<file path="config.mk">
export PLATFORM = sky130hd
export DESIGN_NAME = debouncer_nch
export DESIGN_NICKNAME = d
export VERILOG_FILES = /design/src/rtl/debouncer_nch.sv
export SDC_FILE = /design/constraint.sdc
export NUM_CORES = 1
export LEC_CHECK = 0
export CAP_MARGIN = 25
export CORE_MARGIN = 3
export CORE_UTILIZATION = 62
export DETAILED_ROUTE_END_ITERATION = 10
export PLACE_DENSITY = 0.86
export SETUP_SLACK_MARGIN = 0.1
export SLEW_MARGIN = 10
export SYNTH_ARGS = -nofsm -noshare
export SYNTH_HDL_FRONTEND = slang
export SYNTH_SLANG_ARGS = --single-unit
export TNS_END_PERCENT = 20
</file>
<file path="constraint.sdc">
create_clock -name clk_50MHz -period 2.7 [get_ports clk_50MHz]
set_clock_uncertainty 0.1 [all_clocks]
set_input_delay 0.54 -clock clk_50MHz [delete_from_list [all_inputs] [get_ports clk_50MHz]]
set_output_delay 0.54 -clock clk_50MHz [all_outputs]
set_load 0.05 [all_outputs]
</file>
<file path="src/rtl/debouncer_nch.sv">
`default_nettype none
// ============================================================================
//  Module      : debouncer_nch
//  Description : N-channel push-button / switch debouncer. Each channel has
//                a 2-FF synchroniser with optional inversion, a stability
//                filter, one-cycle rise/fall strobes, and long-press
//                detection with auto-repeat.
//  Revision    : 1.0 - initial release
// ============================================================================
module debouncer_nch #(
    parameter int              N_CH          = 4,
    parameter int              STABLE_CYCLES = 500000,
    parameter int              HOLD_CYCLES   = 50000000,
    parameter int              REPEAT_CYCLES = 10000000,
    parameter logic [N_CH-1:0] INVERT_MASK   = {N_CH{1'b0}}
) (
    input  logic            clk_50MHz,
    input  logic            reset,
    input  logic [N_CH-1:0] btn_in,
    output logic [N_CH-1:0] db_out,
    output logic [N_CH-1:0] rise_pulse,
    output logic [N_CH-1:0] fall_pulse,
    output logic [N_CH-1:0] hold_out,
    output logic [N_CH-1:0] rpt_pulse
);

    // The hold counter serves both the hold-onset and repeat intervals, so
    // it is sized for whichever of the two is longer.
    localparam int C_SCNT_W = $clog2(STABLE_CYCLES) + 1;
    localparam int C_HMAX   = (HOLD_CYCLES > REPEAT_CYCLES) ? HOLD_CYCLES : REPEAT_CYCLES;
    localparam int C_HCNT_W = $clog2(C_HMAX) + 1;

    localparam logic [C_SCNT_W-1:0] C_STABLE_LAST = C_SCNT_W'(STABLE_CYCLES - 1);
    localparam logic [C_SCNT_W-1:0] C_SCNT_ONE    = C_SCNT_W'(1);
    localparam logic [C_HCNT_W-1:0] C_HOLD_LAST   = C_HCNT_W'(HOLD_CYCLES - 1);
    localparam logic [C_HCNT_W-1:0] C_RPT_LAST    =
        C_HCNT_W'((REPEAT_CYCLES > 0) ? (REPEAT_CYCLES - 1) : 0);
    localparam logic [C_HCNT_W-1:0] C_HCNT_ONE    = C_HCNT_W'(1);
    localparam bit                  C_RPT_EN      = (REPEAT_CYCLES > 0);

    genvar i;
    generate
        for (i = 0; i < N_CH; i++) begin : g_ch
            logic                s1_q,   s1_d;
            logic                s2_q,   s2_d;
            logic                db_q,   db_d;
            logic                rise_q, rise_d;
            logic                fall_q, fall_d;
            logic                hold_q, hold_d;
            logic                rpt_q,  rpt_d;
            logic [C_SCNT_W-1:0] cnt_q,  cnt_d;
            logic [C_HCNT_W-1:0] hcnt_q, hcnt_d;

            // Synchroniser: inversion is applied before the first flop so
            // every later stage sees an active-high level.
            always_comb begin
                s1_d = btn_in[i] ^ INVERT_MASK[i];
                s2_d = s1_q;
            end

            // Stability filter: a new level must mismatch the current
            // debounced level for STABLE_CYCLES consecutive cycles; any
            // return to the old level restarts qualification.
            always_comb begin
                db_d  = db_q;
                cnt_d = cnt_q;
                if (s2_q == db_q) begin
                    cnt_d = '0;
                end else if (cnt_q == C_STABLE_LAST) begin
                    db_d  = s2_q;
                    cnt_d = '0;
                end else begin
                    cnt_d = cnt_q + C_SCNT_ONE;
                end
            end

            // Edge strobes are registered so they line up with db_out.
            always_comb begin
                rise_d = ~db_q &  db_d;
                fall_d =  db_q & ~db_d;
            end

            // Hold / auto-repeat. Cleared while released and on the falling
            // edge itself, so a repeat can never coincide with a release.
            always_comb begin
                hold_d = hold_q;
                hcnt_d = hcnt_q;
                rpt_d  = 1'b0;
                if (!db_q || !db_d) begin
                    hold_d = 1'b0;
                    hcnt_d = '0;
                end else if (!hold_q) begin
                    if (hcnt_q == C_HOLD_LAST) begin
                        hold_d = 1'b1;
                        rpt_d  = 1'b1;
                        hcnt_d = '0;
                    end else begin
                        hcnt_d = hcnt_q + C_HCNT_ONE;
                    end
                end else if (C_RPT_EN) begin
                    if (hcnt_q == C_RPT_LAST) begin
                        rpt_d  = 1'b1;
                        hcnt_d = '0;
                    end else begin
                        hcnt_d = hcnt_q + C_HCNT_ONE;
                    end
                end
            end

            // Channel state register with asynchronous active-low clear.
            always_ff @(posedge clk_50MHz or negedge reset) begin
                if (!reset) begin
                    s1_q   <= 1'b0;
                    s2_q   <= 1'b0;
                    db_q   <= 1'b0;
                    cnt_q  <= '0;
                    rise_q <= 1'b0;
                    fall_q <= 1'b0;
                    hold_q <= 1'b0;
                    rpt_q  <= 1'b0;
                    hcnt_q <= '0;
                end else begin
                    s1_q   <= s1_d;
                    s2_q   <= s2_d;
                    db_q   <= db_d;
                    cnt_q  <= cnt_d;
                    rise_q <= rise_d;
                    fall_q <= fall_d;
                    hold_q <= hold_d;
                    rpt_q  <= rpt_d;
                    hcnt_q <= hcnt_d;
                end
            end

            assign db_out[i]     = db_q;
            assign rise_pulse[i] = rise_q;
            assign fall_pulse[i] = fall_q;
            assign hold_out[i]   = hold_q;
            assign rpt_pulse[i]  = rpt_q;
        end
    endgenerate

endmodule
`default_nettype wire

</file>
==> results_dict.tcl <==
set metrics [dict create \
    relSlewSlack_pct 49.98 \
    min-delay-start "g_ch[1].s1_q$_DFF_PN0_" \
    max_stage_delay_ps 880 \
    ys_seq_elements 216 \
    clk-insertion-delay-late_ps 500 \
    cp_max_fo 7 \
    holdBufCountCts 1 \
    crit_slowest_cell "clkdlybuf4s50_1" \
    dr_total_vias 7473 \
    path_cells "clkdlybuf4s50_1" \
    cts_resized 0 \
    r2r_slack_ps 380 \
    clkTransAtPathRegs_ps 60 \
    critical_path_class "flop to output port" \
    cts_buffer_depth 3 \
    cts_num_sinks 216 \
    coreArea_mm2 0.01617 \
    viasPerCell 5.731 \
    peakVddDrop_uv 393.8 \
    die_width_um 135.6 \
    synth_xor_area_share_pct 14.80 \
    synthSimpleGateAreaFrac_pct 27.36 \
    synth_compound_area_share_pct 1.033 \
    synth.area.mux_share_pct 0.4326 \
    ctsRootBufferMaster "clkbuf_16" \
    reg2reg_depth 6 \
    synth-edff-count 0 \
    start_util_pct 64.38 \
    leakagePower_uw 0.004650 \
    whs_path_depth 0 \
    htree_levels 1 \
    postRouteWirelength_um 19630 \
    drv_slew 0 \
    num-nets-final 1089 \
    drive_above_1_share_pct 6.801 \
    synth_warnings 0 \
    rr_startpoint "g_ch[3].hcnt_q[18]$_DFF_PN0_" \
    grt_use_total_pct 22.14 \
    synth-adder-area-share_pct 0.9613 \
    period_share_pct 93.01 \
    diodes 0 \
    period_minus_slack_ps 2511 \
    grt_antenna_before_repair 0 \
    async_flop_share_pct 100.0 \
    syn_to_final_growth_pct 11.19 \
    setup_ws_ps 188.7 \
    rr_endpoint "g_ch[3].hcnt_q[2]$_DFF_PN0_" \
    drv_cap 0 \
    grt_pass1_vias 7355 \
    hold_violations 0 \
    grt_pass1_wl_um 34400 \
    hold_ws_ps 246.2 \
    status "completed" \
    grt_setup_unrepaired "no" \
    cp_top_family "buffers and inverters" \
    drt_pass1_iterations 5 \
    ys.flop_type "dfrtp_1" \
    ioPinCount 26 \
    hold_end "g_ch[1].s2_q$_DFF_PN0_" \
    synth.avg_cell_area_um2 9.983 \
    io_buffers 25 \
    p_total_uw 6525 \
    crit_buf_inv 1 \
    grt_overflow 0 \
    rows 46 \
    ys_seq_area_share_pct 51.91 \
    tns_ps 0 \
    tritoncts "yes" \
    grt_max_degree 72 \
    critPathRequiredTime_ps 2060 \
    cts_buffers 23 \
    hold_path.class "flop to flop" \
    place_hpwl_um 12310 \
    netlist_area_mm2 0.01041 \
    dr.first_iter.drc_count 521 \
    die_area_mm2 0.01838 \
    setup_viol 0 \
    fp.dieH_um 135.6 \
    pwr_density_cell_mw_per_mm2 563.6 \
    place_congestion 0.8446 \
    ys_types 45 \
    synth_top_family_by_area "simple AND/OR/NAND/NOR gates" \
    postCtsSetupBuffers 0 \
    n_fill_cell 1112 \
    end_kind "output port" \
    tightestPinTransition_ps 743.4 \
    crit_arrival_ps 1870 \
    ant_nets 0 \
    worstSetupStartpointType "flop" \
    synthCells 1043 \
    fin_util_pct 71.58 \
    mappedNetlistNets 1057 \
    dpl_worst_slack_ps 303.8 \
    fmax_ghz 0.3982 \
    wire_per_inst_um 15.05 \
    drcViolationCount 0 \
]
-- cell type report --
type | count | area [um2] | share of cell area, %
well taps | 216 | 270.3 | 2.334
flip-flops and latches | 216 | 5405 | 46.69
inverters | 23 | 86.33 | 0.7457
clock inverters | 10 | 131.4 | 1.135
clock buffers | 28 | 604.3 | 5.220
repair buffers | 43 | 436.7 | 3.772
multi-input cells | 768 | 4643 | 40.11
-- registers in the layout, summed over array words and instances, names as in the netlist --
name	count
g_ch.cnt_q	80
g_ch.db_q	4
g_ch.fall_q	4
g_ch.hcnt_q	108
g_ch.hold_q	4
g_ch.rise_q	4
g_ch.rpt_q	4
g_ch.s1_q	4
g_ch.s2_q	4
-- routing by layer --
layer,routed length (um),part of all wire [%],GRT usage (%),vias to the layer above
li1,-,-,-,3619
met1,9039,46,32.26,3642
met2,9451,48,35.40,183
met3,806,4.1,2.972,29
met4,329,1.7,6.047,0
met5,0,0,0,-
-- logic make-up (layout without fill, tap and decap cells) --
group / after synthesis / after routing
and+or+nand+nor: 566 / 566
adders and majority gates: 8 / 8
xor gates and xnor gates: 176 / 176
AOI/OAI and AO/OA: 14 / 14
muxes: 4 / 4
DFF: 216 / 216
buffers and inverters: 59 / 104
-- report_power, final --
part	total, uW	switching (uW)	internal (uW)
Sequential	3280	21.1	3260
Combinational	125	92.0	33.1
Clock	3120	1250	1870
Total	6530	1360	5160
-- metrics by stage --
stage / std cells / area, um2
floorplan: 1043 / 10410
global placement: 1262 / 10790
detailed placement: 1262 / 10790
CTS: 1301 / 11540
global route: 1304 / 11580
finish: 1304 / 11580
-- how the worst max path moves through the flow --
stage / slack [ps] / endpoint / from / cells after the start
2_1_floorplan: 740 / g_ch[3].hcnt_q[10]$_DFF_PN0_ / g_ch[3].hcnt_q[18]$_DFF_PN0_ / 6
3_3_place_gp: 380 / g_ch[3].hcnt_q[5]$_DFF_PN0_ / g_ch[3].hcnt_q[18]$_DFF_PN0_ / 5
3_5_place_dp: 300 / g_ch[3].hcnt_q[18]$_DFF_PN0_ / g_ch[3].hcnt_q[16]$_DFF_PN0_ / 5
4_1_cts: 180 / db_out[2] / g_ch[2].db_q$_DFF_PN0_ / 1
5_1_grt: 170 / db_out[2] / g_ch[2].db_q$_DFF_PN0_ / 1
6_report: 190 / db_out[2] / g_ch[2].db_q$_DFF_PN0_ / 1
-- cell usage in the layout, fill, tap and decap left out, types with 12 or more instances in the layout --
cell             count
nor4_1              28
buf_4               12
and3_1              22
nand2_1             67
nor3_1              35
clkdlybuf4s50_1     24
clkbuf_16           23
nor2_1             228
xnor2_1             81
nand4_1             52
and4_1              15
nand3_1             69
dfrtp_1            216
xor2_1              95
inv_1               23
-- cell usage after synthesis (2+ instances only) --
| library cell | instances | area share (%) |
|---|---|---|
| nor4_2 | 5 | 0.60 |
| o21ai_1 | 3 | 0.14 |
| or4bb_1 | 2 | 0.22 |
| nand2_1 | 67 | 2.4 |
| and4_1 | 15 | 1.3 |
| buf_6 | 8 | 0.87 |
| or4_1 | 6 | 0.43 |
| buf_4 | 21 | 1.5 |
| o211ai_2 | 3 | 0.36 |
| nor4_1 | 28 | 1.7 |
| or4b_1 | 5 | 0.48 |
| or3b_2 | 2 | 0.17 |
| nor3_1 | 35 | 1.7 |
| or2_2 | 2 | 0.12 |
| nand4_1 | 52 | 3.1 |
| dfrtp_1 | 216 | 52 |
| nor3b_1 | 5 | 0.36 |
| buf_2 | 3 | 0.14 |
| nor2_1 | 228 | 8.2 |
| ha_1 | 8 | 0.96 |
| xor2_1 | 95 | 8.0 |
| or3_1 | 7 | 0.42 |
| nand4b_1 | 3 | 0.25 |
| nand3_1 | 69 | 3.3 |
| xnor2_1 | 81 | 6.8 |
| clkbuf_1 | 4 | 0.14 |
| nor4b_1 | 5 | 0.42 |
| inv_1 | 23 | 0.83 |
| and3_1 | 22 | 1.3 |
| a21oi_1 | 2 | 0.096 |
| mux2_2 | 4 | 0.43 |
No activity file was read; power rests on OpenSTA's default activity.
